File: src/rtl/sync_filter_bank_pkg.sv
// Shared sizing helpers and parameter legality checks for the synchronizer filter bank.
package sync_filter_bank_pkg;

  localparam int unsigned DEPTH_MIN  = 2;
  localparam int unsigned DEPTH_MAX  = 8;
  localparam int unsigned FILTER_MAX = 255;

  // Stability counter width: enough bits to hold FILTER_CYCLES-1, never zero.
  function automatic int unsigned cnt_width(input int unsigned f);
    int unsigned w;
    w = 32'($clog2(f + 1));
    return (w < 1) ? 1 : w;
  endfunction

  function automatic bit depth_legal(input int unsigned d);
    return (d >= DEPTH_MIN) && (d <= DEPTH_MAX);
  endfunction

  function automatic bit filter_legal(input int unsigned f);
    return f <= FILTER_MAX;
  endfunction

endpackage

File: src/rtl/sync_filter_chan.sv
// One channel: flop-chain synchronizer, optional stability filter, edge detector.
module sync_filter_chan
  import sync_filter_bank_pkg::*;
#(
  parameter int unsigned DEPTH         = 3,
  parameter logic        INIT          = 1'b0,
  parameter int unsigned FILTER_CYCLES = 0
) (
  input  logic clock,
  input  logic reset,
  input  logic d_i,
  output logic q_o,
  output logic rise_o,
  output logic fall_o
);

  logic [DEPTH-1:0] sync_q;
  logic             raw;
  logic             hist_q;

  // Plain shift chain; nothing may sit between stages.
  always_ff @(posedge clock) begin
    if (reset) sync_q <= {DEPTH{INIT}};
    else       sync_q <= {sync_q[DEPTH-2:0], d_i};
  end

  assign raw = sync_q[DEPTH-1];

  if (FILTER_CYCLES == 0) begin : g_bypass
    // Last sync stage is already a flop, so it drives the output directly.
    assign q_o = raw;
  end else begin : g_filter
    localparam int unsigned   CW       = cnt_width(FILTER_CYCLES);
    localparam logic [CW-1:0] CNT_LAST = CW'(FILTER_CYCLES - 1);

    logic [CW-1:0] cnt_q, cnt_d;
    logic          q_q, q_d;

    // Count consecutive disagreeing cycles; any agreement clears the count.
    always_comb begin
      cnt_d = cnt_q;
      q_d   = q_q;
      if (raw == q_q) begin
        cnt_d = '0;
      end else if (cnt_q == CNT_LAST) begin
        q_d   = raw;
        cnt_d = '0;
      end else begin
        cnt_d = cnt_q + CW'(1);
      end
    end

    // Filter state; reset drops any pending count.
    always_ff @(posedge clock) begin
      if (reset) begin
        cnt_q <= '0;
        q_q   <= INIT;
      end else begin
        cnt_q <= cnt_d;
        q_q   <= q_d;
      end
    end

    assign q_o = q_q;
  end

  // Previous filtered level, used to find the first cycle of a new value.
  always_ff @(posedge clock) begin
    if (reset) hist_q <= INIT;
    else       hist_q <= q_o;
  end

  assign rise_o = q_o & ~hist_q;
  assign fall_o = ~q_o & hist_q;

endmodule

File: src/rtl/sync_filter_bank.sv
// WIDTH independent synchronizer/filter/edge-detect channels with a combined change flag.
module sync_filter_bank
  import sync_filter_bank_pkg::*;
#(
  parameter int unsigned     WIDTH         = 1,
  parameter int unsigned     DEPTH         = 3,
  parameter logic [WIDTH-1:0] INIT         = '0,
  parameter int unsigned     FILTER_CYCLES = 0
) (
  input  logic             clock,
  input  logic             reset,
  input  logic [WIDTH-1:0] io_d,
  output logic [WIDTH-1:0] io_q,
  output logic [WIDTH-1:0] io_rise,
  output logic [WIDTH-1:0] io_fall,
  output logic             io_changed
);

  if (!depth_legal(DEPTH)) begin : g_bad_depth
    $error("sync_filter_bank: DEPTH must be in 2..8");
  end

  if (!filter_legal(FILTER_CYCLES)) begin : g_bad_filter
    $error("sync_filter_bank: FILTER_CYCLES must be in 0..255");
  end

  // One fully independent channel per input bit.
  for (genvar i = 0; i < int'(WIDTH); i++) begin : g_ch
    sync_filter_chan #(
      .DEPTH         (DEPTH),
      .INIT          (INIT[i]),
      .FILTER_CYCLES (FILTER_CYCLES)
    ) u_chan (
      .clock  (clock),
      .reset  (reset),
      .d_i    (io_d[i]),
      .q_o    (io_q[i]),
      .rise_o (io_rise[i]),
      .fall_o (io_fall[i])
    );
  end

  assign io_changed = |(io_rise | io_fall);

endmodule

File: config.mk
export PLATFORM = sky130hd
export DESIGN_NAME = sync_filter_bank
export DESIGN_NICKNAME = d
export VERILOG_FILES = /design/src/rtl/sync_filter_bank_pkg.sv /design/src/rtl/sync_filter_chan.sv /design/src/rtl/sync_filter_bank.sv
export SDC_FILE = /design/constraint.sdc
export NUM_CORES = 1
export LEC_CHECK = 0
export ABC_CLOCK_PERIOD_IN_PS = 1300
export CORE_AREA = 2 2 39 41
export CTS_CLUSTER_SIZE = 12
export DETAILED_ROUTE_END_ITERATION = 12
export DIE_AREA = 0 0 41 43
export PLACE_DENSITY = 0.36
export SLEW_MARGIN = 20
export SYNTH_ARGS = -nofsm -noshare
export SYNTH_HDL_FRONTEND = slang
export SYNTH_HIERARCHICAL = 1
export SYNTH_SLANG_ARGS = --single-unit
File: constraint.sdc
create_clock -name clock -period 1.3 [get_ports clock]
set_clock_uncertainty 0.2 [all_clocks]
set_input_delay 0.195 -clock clock [delete_from_list [all_inputs] [get_ports clock]]
set_output_delay 0.195 -clock clock [all_outputs]
set_load 0.02 [all_outputs]
Word level (Yosys, flattened, before mapping)
Index checks and enable logic that the tools add are counted.

Register bits: 4. Bits in latches: 0. RAM bits: 0. ROM bits: 0. Output and inout bits: 4. Word-level logic and storage cells: 7. Memories: 0.

$add $sub $neg: 0. $mul: 0. Divide/modulo/power cells: 0. Magnitude comparators: 0. Equality and inequality tests: 0. Shifts and indexed selects: 0. Multiplexer cells: 0. Bitwise operators: 5. Reduce and logical (&&, ||, !) cells: 0.

Operators by type and width (number): bitwise AND 1 bit (2); NOT 1 bit (2); OR 1 bit (1).

Logic depth before layout (Yosys ltp)
Word-level depth: 3. Mapped depth: 2. Depth with buffers taken out: 2.

By module
The synthesis kept the hierarchy.

By module, submodules not included: sync_filter_chan (instances 1, cells each 10, area an instance 117.6 µm², sequential area each 80.1 µm²); sync_filter_bank (instances 1, cells each 1, area an instance 6.3 µm², sequential area each 0.0 µm²).

Worst setup path after synthesis
No wires, ideal clock.

Path kind: register -> output. From: reg g_ch[0].u_chan.sync_q[2]. To: out io_changed. Arrival time: 1.108 ns. Setup slack: -0.203 ns. Stages on the path, launching flop included: 3. Path buffers: 0. Cell sequence: dfxtp_1 > nor2b_1 > or2_1.

RTL lines: start: declaration (RTL line sync_filter_chan.sv:17) `logic [DEPTH-1:0] sync_q;`; start signal: assignment (RTL line sync_filter_chan.sv:23) `if (reset) sync_q <= {DEPTH{INIT}};`; start signal: assignment (RTL line sync_filter_chan.sv:24) `else sync_q <= {sync_q[DEPTH-2:0], d_i};`; bitwise AND 1 bit (RTL line sync_filter_chan.sv:73) `assign rise_o = q_o & ~hist_q;`; net io_rise (RTL line sync_filter_bank.sv:14) `output logic [WIDTH-1:0] io_rise,`; OR 1 bit (RTL line sync_filter_bank.sv:43) `assign io_changed = |(io_rise | io_fall);`; end: declaration (RTL line sync_filter_bank.sv:16) `output logic io_changed`.

The timed path passes the listed nets, and every way through them passes these cells.

Final worst setup path
From: reg g_ch[0].u_chan.hist_q. To: out io_changed.

Cells in the longest elaborated chain, start to end: 3.

Ends and longest elaborated chain: start: declaration (RTL line sync_filter_chan.sv:19) `logic hist_q;`; start signal: assignment (RTL line sync_filter_chan.sv:70) `else hist_q <= q_o;`; NOT 1 bit (RTL line sync_filter_chan.sv:73); bitwise AND 1 bit (RTL line sync_filter_chan.sv:73); OR 1 bit (*) (RTL line sync_filter_bank.sv:43).

Every way passes the cells marked *; elsewhere a longest branch is shown, timed or not.

==> impl_metrics.yaml <==
run_status:
  outcome: "finished, violations left"
  violations: "setup timing"
yosys:
  synthTopCellsByArea: "dfxtp_1 (65%), nor2b_1 (30%), or2_1 (5.1%)"
  ys_seq_elements: 4
  ys.flop_type: "dfxtp_1"
  syn_avg_cell_area_sq_um: 11.26
  synth-edff-count: 0
  mappedNetlistNets: 14
  synth_area_leader_cell: "dfxtp_1"
  ys_seq_area_frac: 0.6465
  netlist_top_cells_count: "nor2b_1 (6), dfxtp_1 (4), or2_1 (1)"
  synth.distinct_cells: 3
  syn_inst: 11
  yosys_warnings: 6
  yosysTopAreaCellShare: 0.6465
  yosysMostFrequentCell: "nor2b_1"
  synth_async_sr_flop_share: 0
  syn_area_sq_um: 123.9
route:
  drt_iter0_drc: 1
  drt-pass1-iter-count: 2
  drc: 0
  wl_um: 220
  wl_per_cell_um: 6.111
  detail-route-antenna-nets: 0
  via_per_inst: 2.917
  num_vias: 105
cells_and_area:
  multi_input_area_sq_um: 58.81
  stdcell_area_sq_um: 235.2
  layout-drive-gt1-share: 0.5000
  layout.cells.non_filler: 36
  area_delta_synth_final_pct: 89.90
  seq_area_sq_um: 82.58
  fillers: 151
  final_nets: 25
  n_antenna_cell: 0
pwr:
  power_leakage_nw: 0.09945
  p_per_area_nw_per_um2: 1291
  irDropWorstVdd_uv: 546.6
place:
  dp.cells: 33
  placed_area_sq_um: 215.2
  io_buffers: 6
  routabilityCongestion: 0.5276
grt:
  grt.overflow.total: 0
  grt_max_degree: 5
  grt_pass1_wl_um: 386
  first_global_vias: 100
  grt_usage: 0.04313
  grt_antenna_before_repair: 0
floorplanning:
  rows: 14
  die_width_um: 41
  core_sq_um: 1384
  die_area_sq_um: 1763
  die_y_um: 43
  start_util: 0.08951
  ios: 7
timing:
  fmax_mhz: 699.4
  report.final.slew_viol_count: 0
  setup_slack_ns: -0.1298
  worst_pin_slew_ns: 0.2016
  fin_crit_sh: 1.100
  rsz0062_at_grt: "yes"
  setup_violations: 1
  hold_viol_final: 0
  fin_crit_ns: 1.430
  max_slew_margin: 0.8661
cts:
  cts_max_level: 1
  cts_tree: "yes"
  clock-root-buffer: "clkbuf_4"
  clkTransAtPathRegs_ns: 0.04
  hold_buffers: 0
  cts.sinks: 4
  worstSkewPairLatency_ns: 0.23
  clockBufferDepth: 2
  cts_made_buffers: 3
critical_path:
  critPathCaptureType: "output pin"
  cpPeakStageDelay_ns: 0.32
  slowest_stage: "dfxtp_2"
  arrival_ns: 1.03
  cp_cell_sequence: "nor2b_4 > or2_1 > buf_6"
  cp_num_buf_inv: 1
  cp_max_fo: 2
  startpoint_type: "flop"
  cp.required_ns: 0.90
  crit_type: "flop to output pin"
  crit_family: "simple AND/OR/NAND/NOR gates"
hold_path:
  hold_path_class: "flop to flop"
flow_run:
  cap_viol_max_count: 0
-- cell families (layout without fill, tap and decap cells) --
logic type | count (synthesis) | count (layout) | synth area share
simple gates | 7 | 7 | 0.3536
buf+inv | 0 | 9 | 0
flops | 4 | 4 | 0.6465
-- through the flow --
stage | setup TNS (ns) | worst slack, ns | hold slack, ns | util | total power (W)
2_1_floorplan | 0 | 0.03306 | 0.05920 | - | 0.0001413
3_3_place_gp | -0.6719 | -0.2989 | 0.2173 | 0.1555 | 0.0001549
3_5_place_dp | -0.7142 | -0.3089 | 0.2315 | 0.1555 | 0.0001555
4_1_cts | -0.1536 | -0.1536 | 0.2386 | 0.1664 | 0.0003150
5_1_grt | -0.3157 | -0.1799 | 0.2671 | 0.1700 | 0.0003359
6_report | -0.1298 | -0.1298 | 0.2298 | 0.1700 | 0.0003037
-- state kept, by name, indices dropped and copies added, names as in the netlist --
register,flops
g_ch.u_chan/sync_q,3
g_ch.u_chan/hist_q,1
-- path summary, 6_finish.rpt --
check                      startpoint                        to  slack (ns)  depth (start not counted)
max             g_ch[0].u_chan/hist_q                io_changed       -0.13                          3
min          g_ch[0].u_chan/sync_q[1]  g_ch[0].u_chan/sync_q[2]        0.23                          1
max reg2reg  g_ch[0].u_chan/sync_q[2]     g_ch[0].u_chan/hist_q        0.53                          1
min reg2reg  g_ch[0].u_chan/sync_q[1]  g_ch[0].u_chan/sync_q[2]        0.23                          1
-- layer usage --
layer / vias up / wire length, um / global-route usage
met5: - / 0 / 0
met1: 44 / 76 / 0.03205
met4: 0 / 0 / 0.02000
met2: 10 / 84 / 0.03750
met3: 0 / 59 / 0.09424
li1: 51 / - / -
-- timing repair --
item                                   4_1_cts  5_1_grt
setup endpoints to repair                    4        4
pin swaps                                    1        1
buffers inserted                             0        0
gates cloned                                 0        0
resized for setup                           17        1
endpoints found under the hold margin        0        0
-- area by class of cell --
type	instances	share of cell area
multi-input cells	7	0.2500
flip-flops and latches	4	0.3511
well taps	16	0.08511
clock buffers	3	0.09574
repair buffers	6	0.2181
-- where the power goes --
part	switching [W]	internal, W
clock network	0.0000478	0.000103
logic	0.00000881	0.0000139
registers	0.00000218	0.000128
-- cells in the final DEF (no fill, tap or decap) --
master / synthesis / final
buf_2: 0 / 2
buf_6: 0 / 1
clkbuf_4: 0 / 3
clkdlybuf4s15_1: 0 / 1
clkdlybuf4s50_1: 0 / 2
dfxtp_1: 4 / 2
dfxtp_2: 0 / 2
nor2b_1: 6 / 4
nor2b_4: 0 / 2
or2_1: 1 / 1
Power figures use the tool's default switching activity.
